`src/rtl/ldtu_sched_pkg.sv`:
```
// ldtu_sched_pkg: state encoding and default parameters shared by the serializer load scheduler.
package ldtu_sched_pkg;

    typedef enum logic [1:0] {IDLE, NORMAL, TEST, SWITCH} sched_state_t;

    localparam int          DEF_LOAD_PERIOD = 8;
    localparam logic [31:0] DEF_IDLE_WORD   = 32'hEAAA_AAAA;

endpackage

```
`src/rtl/ldtu_load_timer.sv`:
```
// ldtu_load_timer: free-running frame counter that flags the last cycle of every frame.
module ldtu_load_timer
    import ldtu_sched_pkg::*;
#(
    parameter int LOAD_PERIOD = DEF_LOAD_PERIOD,
    parameter int CNT_BITS    = $clog2(LOAD_PERIOD)
) (
    input  logic CLK,
    input  logic RST,
    output logic wrap
);

    localparam logic [CNT_BITS-1:0] LAST = CNT_BITS'(LOAD_PERIOD - 1);

    logic [CNT_BITS-1:0] cnt;

    assign wrap = cnt == LAST;

    always_ff @(posedge CLK or posedge RST)
        if (RST) cnt <= '0;
        else     cnt <= wrap ? '0 : cnt + 1'b1;

endmodule

```
`src/rtl/ldtu_ser_load_scheduler.sv`:
```
// ldtu_ser_load_scheduler: paces serializer loads and picks one coherent word source per frame.
module ldtu_ser_load_scheduler
    import ldtu_sched_pkg::*;
#(
    parameter int                  NBITS_32    = 32,
    parameter int                  LOAD_PERIOD = DEF_LOAD_PERIOD,
    parameter int                  CNT_BITS    = $clog2(LOAD_PERIOD),
    parameter logic [NBITS_32-1:0] IDLE_WORD   = DEF_IDLE_WORD,
    parameter int                  UND_BITS    = 8
) (
    input  logic                CLK,
    input  logic                RST,
    input  logic                TEST_ENABLE,
    input  logic                dtu_valid,
    output logic                dtu_ready,
    input  logic [NBITS_32-1:0] DATA32_0,
    input  logic [NBITS_32-1:0] DATA32_1,
    input  logic [NBITS_32-1:0] DATA32_2,
    input  logic [NBITS_32-1:0] DATA32_3,
    input  logic [NBITS_32-1:0] DATA32_ATU_0,
    input  logic [NBITS_32-1:0] DATA32_ATU_1,
    input  logic [NBITS_32-1:0] DATA32_ATU_2,
    input  logic [NBITS_32-1:0] DATA32_ATU_3,
    output logic [NBITS_32-1:0] ser_data_0,
    output logic [NBITS_32-1:0] ser_data_1,
    output logic [NBITS_32-1:0] ser_data_2,
    output logic [NBITS_32-1:0] ser_data_3,
    output logic                handshake,
    output logic                mode_test,
    output logic                underrun,
    output logic [UND_BITS-1:0] underrun_cnt
);

    logic                     wrap, sw, load_normal, load_test, mode_d, under_d;
    sched_state_t             state, state_d;
    logic [3:0][NBITS_32-1:0] enc, atu, lanes, lanes_d;

    ldtu_load_timer #(.LOAD_PERIOD(LOAD_PERIOD), .CNT_BITS(CNT_BITS)) u_timer (
        .CLK  (CLK),
        .RST  (RST),
        .wrap (wrap)
    );

    assign enc = {DATA32_3, DATA32_2, DATA32_1, DATA32_0};
    assign atu = {DATA32_ATU_3, DATA32_ATU_2, DATA32_ATU_1, DATA32_ATU_0};
    assign {ser_data_3, ser_data_2, ser_data_1, ser_data_0} = lanes;
    assign dtu_ready = load_normal;

    // SWITCH frames resolve to the rules of the mode they are heading into
    always_comb begin
        state_d     = state;
        mode_d      = mode_test;
        lanes_d     = lanes;
        sw          = (state == NORMAL || state == TEST) && (TEST_ENABLE != mode_test);
        load_normal = wrap && !sw && (state == NORMAL || (state == SWITCH && !mode_test));
        load_test   = wrap && !sw && (state == TEST   || (state == SWITCH &&  mode_test));
        under_d     = load_normal && !dtu_valid;
        if (wrap) begin
            if (state == IDLE) begin
                state_d = TEST_ENABLE ? TEST : NORMAL;
                mode_d  = TEST_ENABLE;
                lanes_d = {4{IDLE_WORD}};
            end else if (sw) begin
                state_d = SWITCH;
                mode_d  = !mode_test;
                lanes_d = {4{IDLE_WORD}};
            end else begin
                state_d = mode_test ? TEST : NORMAL;
                lanes_d = load_test ? atu : (dtu_valid ? enc : {4{IDLE_WORD}});
            end
        end
    end

    always_ff @(posedge CLK or posedge RST)
        if (RST) begin
            state        <= IDLE;
            mode_test    <= 1'b0;
            lanes        <= {4{IDLE_WORD}};
            handshake    <= 1'b0;
            underrun     <= 1'b0;
            underrun_cnt <= '0;
        end else begin
            state     <= state_d;
            mode_test <= mode_d;
            lanes     <= lanes_d;
            handshake <= wrap;
            underrun  <= under_d;
            if (under_d && !(&underrun_cnt)) underrun_cnt <= underrun_cnt + 1'b1;
        end

endmodule

```
`config.mk`:
```
export PLATFORM = sky130hd
export DESIGN_NAME = ldtu_ser_load_scheduler
export DESIGN_NICKNAME = d
export VERILOG_FILES = /design/src/rtl/ldtu_sched_pkg.sv /design/src/rtl/ldtu_load_timer.sv /design/src/rtl/ldtu_ser_load_scheduler.sv
export SDC_FILE = /design/constraint.sdc
export NUM_CORES = 1
export LEC_CHECK = 0
export BUFFER_PORTS_ARGS = -buffer_cell sky130_fd_sc_hd__buf_2
export CAP_MARGIN = 20
export CELL_PAD_IN_SITES_DETAIL_PLACEMENT = 1
export CELL_PAD_IN_SITES_GLOBAL_PLACEMENT = 2
export CORE_ASPECT_RATIO = 0.75
export CORE_UTILIZATION = 26
export CTS_CLUSTER_SIZE = 10
export DETAILED_ROUTE_END_ITERATION = 7
export PLACE_DENSITY_LB_ADDON = 0.1
export RECOVER_POWER = 50
export SLEW_MARGIN = 20
export SYNTH_ARGS = -nofsm -noshare
export SYNTH_HDL_FRONTEND = slang
export SYNTH_HIERARCHICAL = 1
export SYNTH_SLANG_ARGS = --single-unit
```
`constraint.sdc`:
```
create_clock -name CLK -period 16.3 [get_ports CLK]
set_clock_uncertainty 0.1 [all_clocks]
set_input_delay 4.89 -clock CLK [delete_from_list [all_inputs] [get_ports CLK]]
set_output_delay 4.89 -clock CLK [all_outputs]
set_load 0.01 [all_outputs]
```
==> flow_metrics.tcl <==
set metrics [dict create \
    stdcell_area_sq_mm 0.00895 \
    synth_seq_cells 144 \
    drt_wl_total_mm 23.1 \
    synth_top_area_share_pct 30.5 \
    synthTopCellsByArea "dfrtp_1 (31%), dfstp_2 (29%), a221o_1 (9.6%)" \
    drt-pass1-iter-count 4 \
    async_flop_share_pct 100 \
    tns_ps 0 \
    r2r_cells 5 \
    drtAntennaViolNets 0 \
    drv_cap 3 \
    outcome "finished with violations" \
    drc 0 \
    p_sw_mw 0.444 \
    rsz0062_at_grt "no" \
    reg2reg_from "u_timer/cnt[0]" \
    rrSetupSlack_ps 9990 \
    path_clk_slew_ps 60 \
    ys_seq_area_share_pct 59.2 \
    crit_arrival_ps 6310 \
    nets 1223 \
    whs_ps 331 \
    yosys_warnings 6 \
    start_kind "primary input" \
    grt_start_max_net_pins 90 \
    grt_first_pass_wirelength_mm 35.9 \
    syn_nets 840 \
    place_area_sq_mm 0.00853 \
    coreArea_sq_mm 0.0232 \
    cts_resized 0 \
    synth_ff_type "dfrtp_1" \
    synthTopCellsByCount "nor2_1 (143), dfrtp_1 (76), o22ai_1 (69)" \
    cts_tree "done" \
    htree_levels 4 \
    via_per_inst 4.66 \
    cts_buffer_depth 2 \
    regToRegEndpoint "mode_test" \
    violations "max-capacitance violations, max-slew violations" \
    worst_pin_slew_ps 4080 \
    p_comb_share_pct 28.9 \
    synth_area_per_cell_sq_um 10.9 \
    postCtsSetupRepairBufs 0 \
    path_class "in2out" \
    antenna_found_initial 2 \
    final_util_pct 38.5 \
    fin_crit_sh_pct 69.3 \
    die_h_microns 136 \
    critPathLaunch "TEST_ENABLE" \
    leakage_nw 4.22 \
    clockPowerShare_pct 29.3 \
    fin_cells 1269 \
    start_util_pct 26.8 \
    slew_violations 232 \
    critPathMaxFanout 4 \
    yosysTopAreaCell "dfrtp_1" \
    critPathMaxStageDelay_ps 570 \
    max_freq_mhz 88.5 \
    drt_iter0_markers 236 \
    slew_headroom_pct -173 \
    ir_drop_mv 0.0655 \
    cts_buffers 17 \
    worstSetupEndpointType "output port" \
    drive_above_1_share_pct 41.1 \
    worst_hold_path_type "reg2reg" \
    vias 5914 \
    synthCells 573 \
    synth_enable_flop_cells 0 \
    cp-endpoint "dtu_ready" \
    clock-sinks 144 \
    min_period_ps 11300 \
    grt_pass1_vias 6244 \
    routabilityCongestion 0.726 \
    setup_violations 0 \
    p_per_area_mw_per_mm2 152 \
    antenna_cells 0 \
    crit_chain "clkbuf_1 -> xnor2_1 -> o21ai_2 -> o21ba_2 -> buf_2" \
    fp.dieW_microns 181 \
    area_delta_synth_final_pct 43.7 \
    pwr-share-seq_pct 41.9 \
    synth_cell_types 32 \
    die-area_sq_mm 0.0246 \
    wl_per_cell_microns 18.2 \
    p_int_mw 0.918 \
    io_buffers 399 \
    p_sw_share_pct 32.6 \
    rows 48 \
    hold_buffers 0 \
    dp_cells 1237 \
    crit_slowest_cell "xnor2_1" \
    final-hold-violation-count 0 \
    yosysMostFrequentCell "nor2_1" \
    place_hpwl_mm 16.2 \
    track_usage_pct 18.9 \
    ios 400 \
    synthesis.area_sq_mm 0.00623 \
    overflow 0 \
    required_ps 11310 \
    clock-root-buffer "clkbuf_16" \
    clock_latency_ps 420 \
]
-- final cells by class --
cell class	instances	area, sq um
clock buffer	18	439
clock inverter	14	156
fill	2803	14300
inverter	9	35.0
multi-input combinational	379	2360
sequential	144	3690
tap	300	375
timing repair buffer	405	1900
-- state kept, by name, summed over array words and instances, names as in the netlist --
signal and cells:
handshake 1, mode_test 1, ser_data_0 32, ser_data_1 32, ser_data_2 32, ser_data_3 32, state 2, u_timer/cnt 3
underrun 1, underrun_cnt 8
-- layout by cell type (no fill, tap or decap), types with 3 or more instances in the layout --
master and instances:
nor2b_1 63, buf_4 5, nand2_1 4, inv_1 8
clkinvlp_4 3, xor2_1 6, nor2_1 142, clkinv_4 3
nand3_1 3, o22ai_1 69, nor3_1 4, buf_2 287
ha_1 7, dfstp_2 68, clkbuf_16 17, a221o_1 60
o21ai_0 3, clkbuf_1 113, dfrtp_1 76
-- kinds of logic after synthesis --
kind of cell,share of synthesized area [%]
buffers and inverters,3.29
XOR/XNOR,1.10
multiplexers,0.522
flip-flops,59.2
AO/OA/AOI/OAI,18.1
adder cells (fa/ha/maj),1.41
AND/OR/NAND/NOR,16.3
-- critical path, delay by kind of cell --
kind                   cells  cell delay, ps
buffers and inverters      2             250
AO/OA/AOI/OAI              2             600
XOR/XNOR                   1             570
-- routing by layer --
layer  track usage, %  vias to the layer above  share of wire (%)
met1             23.6                     2863                 43
met4             5.13                        4               0.96
met5                0                        -              0.095
li1                 -                     2824                  -
met2             32.0                      204                 50
met3             5.55                       19                6.5
-- power by group through the flow --
stage / Clock, mW / Combinational (mW) / Sequential, mW
4_1_cts: 0.417 / 0.426 / 0.569
6_report: 0.398 / 0.393 / 0.570
3_5_place_dp: 0 / 0.426 / 0.570
5_1_grt: 0.430 / 0.434 / 0.587
2_1_floorplan: 0 / 0.169 / 0.626
3_3_place_gp: 0 / 0.422 / 0.569
-- worst min-delay path by stage --
stage	start	end	slack, ps	cells past startpoint
5_1_grt	u_timer/cnt[0]	u_timer/cnt[0]	380	1
4_1_cts	u_timer/cnt[0]	u_timer/cnt[0]	340	1
3_5_place_dp	u_timer/cnt[0]	u_timer/cnt[0]	330	1
2_1_floorplan	u_timer/cnt[0]	u_timer/cnt[0]	300	1
6_report	u_timer/cnt[0]	u_timer/cnt[0]	330	1
3_3_place_gp	u_timer/cnt[0]	u_timer/cnt[0]	320	1
-- per-stage QoR --
| step | power, mW | worst slack, ps |
|---|---|---|
| detailed placement | 0.996 | 5280 |
| finish | 1.36 | 5000 |
| floorplan | 0.795 | 5810 |
| global route | 1.45 | 4940 |
| CTS | 1.41 | 5280 |
| global placement | 0.991 | 5320 |
No activity file was read; power rests on OpenSTA's default activity.
